===== config.mk =====
export PLATFORM = sky130hd
export DESIGN_NAME = axi_sram_if
export DESIGN_NICKNAME = d
export VERILOG_FILES = /design/src/rtl/axi_sram_if.sv
export SDC_FILE = /design/constraint.sdc
export NUM_CORES = 1
export LEC_CHECK = 0
export CORE_MARGIN = 1
export CORE_UTILIZATION = 43
export CTS_BUF_LIST = sky130_fd_sc_hd__clkbuf_16
export DETAILED_ROUTE_END_ITERATION = 10
export GPL_TIMING_DRIVEN = 0
export PLACE_DENSITY = 0.76
export SLEW_MARGIN = 40
export SYNTH_ARGS = -nofsm -noshare
export SYNTH_HDL_FRONTEND = slang
export SYNTH_SLANG_ARGS = --single-unit

===== constraint.sdc =====
create_clock -name ACLK -period 1.95 [get_ports ACLK]
set_input_delay 0.4875 -clock ACLK [delete_from_list [all_inputs] [get_ports ACLK]]
set_output_delay 0.4875 -clock ACLK [all_outputs]
set_load 0.01 [all_outputs]

===== src/rtl/axi_sram_if.sv =====
// AXI3 slave bridge onto one single-port synchronous SRAM (1-cycle read latency).
// Each AXI beat moves as R consecutive SRAM words; one transaction is in flight at a time.
module axi_sram_if #(
  parameter int MEM_ADDRW = 23,
  parameter int MEM_DW    = 16,
  parameter int A         = 32,
  parameter int I         = 4,
  parameter int L         = 8,
  parameter int D         = 32,
  parameter int M         = D / 8
) (
  input  logic                 ACLK,
  input  logic                 ARESETn,
  input  logic [I-1:0]         AWID,
  input  logic [A-1:0]         AWADDR,
  input  logic [L-1:0]         AWLEN,
  input  logic [2:0]           AWSIZE,
  input  logic [1:0]           AWBURST,
  input  logic [1:0]           AWLOCK,
  input  logic [3:0]           AWCACHE,
  input  logic [2:0]           AWPROT,
  input  logic                 AWVALID,
  output logic                 AWREADY,
  input  logic [I-1:0]         WID,
  input  logic [D-1:0]         WDATA,
  input  logic [M-1:0]         WSTRB,
  input  logic                 WLAST,
  input  logic                 WVALID,
  output logic                 WREADY,
  output logic [I-1:0]         BID,
  output logic [1:0]           BRESP,
  output logic                 BVALID,
  input  logic                 BREADY,
  input  logic [I-1:0]         ARID,
  input  logic [A-1:0]         ARADDR,
  input  logic [L-1:0]         ARLEN,
  input  logic [2:0]           ARSIZE,
  input  logic [1:0]           ARBURST,
  input  logic [1:0]           ARLOCK,
  input  logic [3:0]           ARCACHE,
  input  logic [2:0]           ARPROT,
  input  logic                 ARVALID,
  output logic                 ARREADY,
  output logic [I-1:0]         RID,
  output logic [D-1:0]         RDATA,
  output logic [1:0]           RRESP,
  output logic                 RLAST,
  output logic                 RVALID,
  input  logic                 RREADY,
  output logic [MEM_ADDRW-1:0] mem_addr,
  output logic                 mem_we,
  output logic [MEM_DW-1:0]    mem_di,
  input  logic [MEM_DW-1:0]    mem_do
);
  localparam int R     = D / MEM_DW;
  localparam int SB    = MEM_DW / 8;
  localparam int SHIFT = $clog2(SB);
  localparam int SUB_W = $clog2(R + 1);

  typedef enum logic [2:0] {IDLE, RD, WR_DATA, WR_MEM, WR_RESP} state_t;

  state_t               state, state_nxt;
  logic                 alive;
  logic [I-1:0]         id_q;
  logic [MEM_ADDRW-1:0] base_q, addr_q;
  logic [L-1:0]         len_q, beat_q;
  logic                 fixed_q;
  logic [SUB_W-1:0]     sub_q;
  logic [D-1:0]         rdata_q, wdata_q;
  logic [M-1:0]         wstrb_q;
  logic                 wlast_q, rvalid_q;
  logic                 ar_hs, aw_hs, w_hs, sub_end, wr_last;
  logic                 unused_ok;

  // Sideband fields carry no meaning for a flat full-width SRAM.
  assign unused_ok = ^{AWSIZE, AWLOCK, AWCACHE, AWPROT, WID, ARSIZE, ARLOCK, ARCACHE, ARPROT};

  assign ar_hs   = ARVALID && ARREADY;
  assign aw_hs   = AWVALID && AWREADY;
  assign w_hs    = WVALID && WREADY;
  assign sub_end = (sub_q == SUB_W'(R - 1));
  assign wr_last = wlast_q || (beat_q == len_q);

  always_ff @(posedge ACLK or negedge ARESETn) begin
    // NOTE: sequential state uses non-blocking assignments so every flop samples pre-edge values.
    if (!ARESETn) state <= IDLE;
    else          state <= state_nxt;
  end

  always_comb begin
    state_nxt = state;
    unique case (state)
      IDLE:    if (ar_hs) state_nxt = RD;
               else if (aw_hs) state_nxt = WR_DATA;
      RD:      if (RVALID && RREADY && (beat_q == len_q)) state_nxt = IDLE;
      WR_DATA: if (w_hs) state_nxt = WR_MEM;
      WR_MEM:  if (sub_end) state_nxt = wr_last ? WR_RESP : WR_DATA;
      WR_RESP: if (BREADY) state_nxt = IDLE;
      default: state_nxt = IDLE;
    endcase
  end

  // Read fetch: in step s (0..R) mem_addr shows subword s and mem_do returns subword s-1.
  always_ff @(posedge ACLK or negedge ARESETn) begin
    if (!ARESETn) begin
      alive    <= 1'b0;
      id_q     <= '0;
      base_q   <= '0;
      addr_q   <= '0;
      len_q    <= '0;
      beat_q   <= '0;
      fixed_q  <= 1'b0;
      sub_q    <= '0;
      rdata_q  <= '0;
      wdata_q  <= '0;
      wstrb_q  <= '0;
      wlast_q  <= 1'b0;
      rvalid_q <= 1'b0;
    end else begin
      alive <= 1'b1;
      unique case (state)
        IDLE: begin
          if (ar_hs) begin
            id_q    <= ARID;
            len_q   <= ARLEN;
            fixed_q <= (ARBURST == 2'b00);
            base_q  <= MEM_ADDRW'(ARADDR >> SHIFT);
            addr_q  <= MEM_ADDRW'(ARADDR >> SHIFT);
            beat_q  <= '0;
            sub_q   <= '0;
          end else if (aw_hs) begin
            id_q    <= AWID;
            len_q   <= AWLEN;
            fixed_q <= (AWBURST == 2'b00);
            base_q  <= MEM_ADDRW'(AWADDR >> SHIFT);
            beat_q  <= '0;
          end
        end
        RD: begin
          if (!rvalid_q) begin
            for (int k = 0; k < R; k++)
              if (sub_q == SUB_W'(k + 1)) rdata_q[k*MEM_DW +: MEM_DW] <= mem_do;
            if (sub_q == SUB_W'(R)) begin
              rvalid_q <= 1'b1;
            end else begin
              sub_q <= sub_q + 1'b1;
              if (!sub_end) addr_q <= addr_q + 1'b1;
            end
          end else if (RREADY) begin
            rvalid_q <= 1'b0;
            if (beat_q != len_q) begin
              beat_q <= beat_q + 1'b1;
              sub_q  <= '0;
              addr_q <= fixed_q ? base_q : addr_q + 1'b1;
            end
          end
        end
        WR_DATA: begin
          if (w_hs) begin
            wdata_q <= WDATA;
            wstrb_q <= WSTRB;
            wlast_q <= WLAST;
            sub_q   <= '0;
            addr_q  <= (beat_q == '0 || fixed_q) ? base_q : addr_q + 1'b1;
          end
        end
        WR_MEM: begin
          if (sub_end) begin
            if (!wr_last) beat_q <= beat_q + 1'b1;
          end else begin
            sub_q  <= sub_q + 1'b1;
            addr_q <= addr_q + 1'b1;
          end
        end
        default: ;
      endcase
    end
  end

  // alive keeps the address READYs low while reset is asserted.
  always_comb begin
    // NOTE: every output gets a default first so no path through this block infers a latch.
    ARREADY  = 1'b0;
    AWREADY  = 1'b0;
    WREADY   = 1'b0;
    BVALID   = 1'b0;
    mem_we   = 1'b0;
    mem_di   = '0;
    BID      = id_q;
    BRESP    = 2'b00;
    RID      = id_q;
    RDATA    = rdata_q;
    RRESP    = 2'b00;
    RVALID   = rvalid_q;
    RLAST    = rvalid_q && (beat_q == len_q);
    mem_addr = addr_q;
    unique case (state)
      IDLE: begin
        ARREADY = alive;
        AWREADY = alive && !ARVALID;
      end
      WR_DATA: WREADY = 1'b1;
      WR_RESP: BVALID = 1'b1;
      default: ;
    endcase
    // A subword is written only when all of its strobe bits are set.
    for (int k = 0; k < R; k++) begin
      if (sub_q == SUB_W'(k)) begin
        mem_di = wdata_q[k*MEM_DW +: MEM_DW];
        mem_we = (state == WR_MEM) && (&wstrb_q[k*SB +: SB]);
      end
    end
  end

endmodule


Yosys cells after proc, flatten, opt, wreduce, memory -nomap -nowiden
Index checks and enable logic that the tools add are counted.
{"block": "totals", "register_bits": 143, "in_bits": 180, "out_inout_bits": 90, "word_cells": 124}
{"block": "op_classes", "add_sub_neg": 3, "eq_ne": 22, "muxes": 53, "n_bitwise": 1, "n_reduce_logical": 30}
{"op": "2-to-1 mux 23 bit", "count": 11}
{"op": "one-hot mux 23 bit (4 select lines)", "count": 1}
{"op": "2-to-1 mux 8 bit", "count": 9}
{"op": "2-to-1 mux 16 bit", "count": 2}
{"op": "one-hot mux 8 bit (3 select lines)", "count": 1}
{"op": "adder 23 x 1 -> 23 bit, second input constant", "count": 1}
{"op": "2-to-1 mux 3 bit", "count": 7}
{"op": "!= test 2 bit, second input constant", "count": 10}
{"op": "one-hot mux 3 bit (5 select lines)", "count": 1}
{"op": "2-to-1 mux 2 bit", "count": 7}
{"op": "AND reduction 7 bit", "count": 2}
{"op": "!= test 3 bit, second input constant", "count": 4}
{"op": "2-to-1 mux 1 bit", "count": 11}
{"op": "logical AND 1 bit", "count": 9}
{"op": "adder 8 x 1 -> 8 bit, second input constant", "count": 1}
{"op": "== test 8 bit", "count": 1}
{"op": "logical NOT 8 bit", "count": 1}
{"op": "2-to-1 mux 4 bit", "count": 2}
{"op": "!= test 8 bit", "count": 1}
{"op": "one-hot mux 2 bit (4 select lines)", "count": 1}
{"op": "AND reduction 2 bit", "count": 4}
{"op": "== test 3 x 2 -> 1 bit, second input constant", "count": 2}
{"op": "logical NOT 2 bit", "count": 3}
{"op": "AND reduction 3 bit", "count": 2}
{"op": "other kinds (14)", "count": 15}

Longest topological paths before layout
{"block": "depth", "depth_word": 7, "ltp_mapped": 10, "ltp_nobuf": 8}

Worst setup path before layout
Ideal clock, no wire load.
{"block": "synth_path", "path_kind": "reg-to-output", "from": "reg sub_q[1]", "to": "out mem_di[10]", "arrival_ns": 1.699, "t_required_ns": 1.462, "slack_ns": -0.236, "stages_incl_launch_ff": 8, "n_path_buf": 3, "cell_sequence": "dfrtp_1 -> inv_1 -> ha_1 -> clkbuf_1 -> clkbuf_1 -> clkbuf_1 -> nand2_1 -> o21ai_0"}
{"block": "synth_between", "elab_chain_cells": 3, "elab_cells_between_ends": 4, "cone_classes": "eq/ne (1); mux (2); reduce/logical (1)"}
{"item": "start, declared", "line": "68", "rtl": "logic [SUB_W-1:0] sub_q;"}
{"item": "start signal, assigned", "line": "146", "rtl": "sub_q <= sub_q + 1'b1;"}
{"item": "start signal, assigned", "line": "171", "rtl": "sub_q <= sub_q + 1'b1;"}
{"item": "logical NOT 2 bit", "line": "208", "rtl": "if (sub_q == SUB_W'(k)) begin"}
{"item": "2-to-1 mux 16 bit", "line": "208"}
{"item": "2-to-1 mux 16 bit (*)", "line": "208"}
{"item": "end, declared", "line": "52", "rtl": "output logic [MEM_DW-1:0] mem_di,"}
Every way passes the cells marked *; elsewhere a longest branch is shown, timed or not.

Final worst setup path
{"block": "layout_path", "from": "reg sub_q[1]", "to": "reg addr_q[1], in the netlist mem_addr[1]"}
{"block": "layout_between", "elab_chain_cells": 5, "elab_cells_between_ends": 8, "cone_classes": "eq/ne (3); mux (4); reduce/logical (1)"}
{"item": "== test 2 x 1 -> 1 bit", "line": "81", "rtl": "assign sub_end = (sub_q == SUB_W'(R - 1));"}
{"item": "2-to-1 mux 23 bit (3 in a row)"}
{"item": "one-hot mux 23 bit (4 select lines)"}
{"item": "end signal, assigned", "line": "128", "rtl": "addr_q <= MEM_ADDRW'(ARADDR >> SHIFT);"}
{"item": "end signal, assigned", "line": "147", "rtl": "if (!sub_end) addr_q <= addr_q + 1'b1;"}
{"item": "end signal, assigned", "line": "154", "rtl": "addr_q <= fixed_q ? base_q : addr_q + 1'b1;"}
{"item": "end, declared", "line": "65", "rtl": "logic [MEM_ADDRW-1:0] base_q, addr_q;"}
Parallel ways exist; a longest one is shown, timed or not. The select of a mux whose other input is x is not followed.
A chain may end at the register's enable or synchronous reset.

==> metrics.txt <==
Non-Filler Instances 1549; vias per cell 6.15; Worst-Margin Slew 0.708 ns; Largest stage delay, worst path 0.40 ns; PortBufs 218; placed instance count 1412; Setup WS post-layout -0.488 ns; async set-reset flop share out of synthesis 100%; DRT Pass-1 Iters 7; first-pass GRT wire length 51000 um; Worst Hold Slack 0.494 ns; status complete, but fails checks; # DRC 0; vias in the first global route 9184; Worst Clk Skew 0.0104 ns; I/O pins 270; CP top delay family compound AO/OA/AOI/OAI gates; Max FO, Critical Path 7; number of flops mapped to enable cells by yosys 0; Synth Cell Area 0.00863 mm^2; share of cells above drive strength 1 35.8%; max-slew violations 0; clock buffer depth 2; CP Cell Sequence buf_4, ha_4, or2_0, a21o_1, a22o_1, a211o_4, buf_12, buf_12, buf_16, nand2_2, o31ai_4; estimated wirelength of the detail-placed design 22100 um; Post-Route WL 36800 um; final worst path period share 125%; initial antenna violation count 0; Tmin final 2.44 ns; worst path bufs/invs 4; Post-Syn Instances 924; Setup-failing EPs final 104; CP Capture Type flop; Final Net Count 1457; CTS tree yes; later-pin clock latency in the skew report 0.45 ns; largest net degree at the start of global routing 66; CTS Buf Count 17; # diodes 0; critical path's slowest cell dfrtp_1; setup TNS -24.97 ns; failing checks negative setup slack; gpl congestion 1.01; Clock Sinks 143; grt ovf 0; Critical Path AT 2.76 ns; Yosys Warn Count 0; predominant post-synthesis flop cell dfrtp_1; Antenna Nets Post-Route 0; core area 0.0196 mm^2; critical path class reg2reg; Crit path required time 2.27 ns; Die W 144 um; wire length per cell 23.7 um; max-cap viol count 0; total power draw 25.5 mW; r2r setup slk -0.49 ns; pwr/cell area 1780 mW/mm^2; Syn-to-layout area delta 66.1%; Distinct cells, synth 75; DIE AREA 0.0206 mm^2; synthesis-stage register bit count 143; startpoint types flop; root buf cell clkbuf_16; VDD IR max 1.15 mV; HP Class in2async; final core utilization 73.2%; Hold Vio Cnt, Final 0; Max-Slew Margin vs Limit 52.8%; height of the die 144 um; RSZ-0062 raised after global routing true; Row Count 51; DR iter-0 viols 927; # H-tree levels 4; Leak Pwr 6.34 nW; cell mode on critical path buf_12; fill count 1304; max frequency 410 MHz; Syn Area/Cell 9.34 um^2; Initial Util 44.1%; routed vias 9520; clk slew on worst S/H paths 0.08 ns; gr usage total 33.3%; Seq/Total Area, Yosys 41.5%
routing by layer:
layer	share of wire [%]	wire, um	global-route usage (%)
met5	0	0	0
met4	5.3	1950	15.5
met3	11	3860	10.7
met2	47	17300	55.4
met1	37	13600	38.9
flip-flops by register name, indices dropped and copies added, names as in the netlist:
| name | cells |
|---|---|
| RVALID | 1 |
| fixed_q | 1 |
| alive | 1 |
| base_q | 23 |
| sub_q | 2 |
| RDATA | 32 |
| wlast_q | 1 |
| beat_q | 8 |
| wstrb_q | 4 |
| BID | 4 |
| state | 3 |
| mem_addr | 23 |
| wdata_q | 32 |
| len_q | 8 |
metrics by stage:
step	cell area (um^2)	worst slack, ns
3_5_place_dp	11400	-1.08
5_1_grt	14300	-0.512
4_1_cts	13500	-0.371
6_report	14300	-0.488
3_3_place_gp	11300	-6.15
2_1_floorplan	8810	-0.125
path summary, 6_finish.rpt:
kind | start | end | cells past startpoint
worst max-delay path | sub_q[1] | mem_addr[1] | 11
worst min-delay path | ARESETn | mem_addr[18] | 2
worst max register to register | sub_q[1] | mem_addr[1] | 11
worst min register to register | base_q[2] | base_q[2] | 2
max in group asynchronous | ARESETn | beat_q[7] | 3
min in group ACLK | base_q[2] | base_q[2] | 2
layout by cell type, fill, tap and decap left out, types with 6 or more instances in the layout:
master,instances
buf_6,33
buf_4,92
a21oi_1,33
o21ai_1,22
clkbuf_2,10
buf_12,20
o21ai_2,10
inv_1,15
dfrtp_1,129
buf_16,6
clkbuf_16,25
mux2i_1,44
o221ai_1,6
nor3_1,14
nor4_4,7
mux2_2,33
xnor2_1,13
a221oi_2,10
buf_8,7
inv_6,6
nand2_2,13
nand3_1,17
buf_2,20
o21ai_0,61
dfrtp_2,14
nand2_1,94
mux2_4,36
nand4_1,11
a31oi_1,18
xnor2_2,7
nand2b_1,14
nor2_1,39
clkdlybuf4s50_1,186
what timing repair did:
item | 4_1_cts | 5_1_grt
pin swaps | 38 | 34
hold buffers | 1 | 0
gates resized for setup | 337 | 156
setup endpoints to repair | 158 | 130
endpoints found under the hold margin | 27 | 0
buffers inserted | 55 | 48
cloned | 6 | 6
synthesized netlist by cell type, types with 3 or more instances:
cell / instances / area share, %
o22ai_1: 6 / 0.44
a22oi_1: 6 / 0.52
nor2_1: 45 / 2.0
nand2_1: 112 / 4.9
clkbuf_1: 44 / 1.9
a211o_1: 3 / 0.30
mux2_2: 69 / 9.0
a221o_1: 6 / 0.70
a2111oi_0: 7 / 0.71
inv_1: 21 / 0.91
ha_1: 6 / 0.87
o211ai_1: 3 / 0.26
a211oi_1: 10 / 0.87
nand2b_1: 17 / 1.2
nor2b_1: 5 / 0.36
and3_1: 6 / 0.44
nor4_1: 7 / 0.51
o21ai_1: 3 / 0.17
nand3_1: 20 / 1.2
xnor2_1: 20 / 2.0
xor2_1: 5 / 0.51
a31oi_1: 18 / 1.3
a221oi_1: 11 / 1.1
o21bai_1: 3 / 0.26
and2_1: 11 / 0.80
mux2i_1: 48 / 5.6
o31ai_1: 7 / 0.61
or3_1: 5 / 0.36
a31o_2: 3 / 0.30
o21ai_0: 90 / 5.2
nor3b_1: 3 / 0.26
nand4_1: 11 / 0.80
buf_2: 23 / 1.3
nor3_1: 15 / 0.87
and4_1: 4 / 0.41
dfrtp_1: 143 / 41
a22o_1: 5 / 0.51
a21o_1: 5 / 0.44
buf_4: 10 / 0.87
o221ai_1: 6 / 0.61
nand3b_1: 3 / 0.26
a21oi_1: 36 / 2.1
report_power, final:
| group | switching (mW) | total (mW) | internal, mW | leakage [nW] |
|---|---|---|---|---|
| Combinational | 8.10 | 16.2 | 8.15 | 4.28 |
| Sequential | 1.26 | 5.65 | 4.38 | 1.75 |
| Clock | 1.60 | 3.56 | 1.96 | 0.306 |
| Total | 11.0 | 25.5 | 14.5 | 6.34 |
cell type report:
cell class | count | area [um^2] | share of cell area, %
plain buffers | 77 | 826 | 5.76
clock buffers | 17 | 425 | 2.97
well taps | 265 | 332 | 2.31
flip-flops and latches | 143 | 3600 | 25.1
clock inverters | 15 | 190 | 1.33
inverters | 22 | 91.3 | 0.637
multi-input cells | 681 | 5530 | 38.6
repair buffers | 329 | 3340 | 23.3
logic make-up (layout without fill, tap and decap cells):
kind of cell,count (synthesis),in the layout,share of synthesized area [%]
AND/OR/NAND/NOR,280,281,16.2
AO/OA/AOI/OAI,247,247,18.8
flip-flops,143,143,41.5
multiplexers,117,117,14.6
buffers and inverters,104,460,5.48
XOR/XNOR,25,25,2.54
adder cells (fa/ha/maj),6,6,0.870
other,2,5,0.0870
Power figures use the tool's default switching activity.
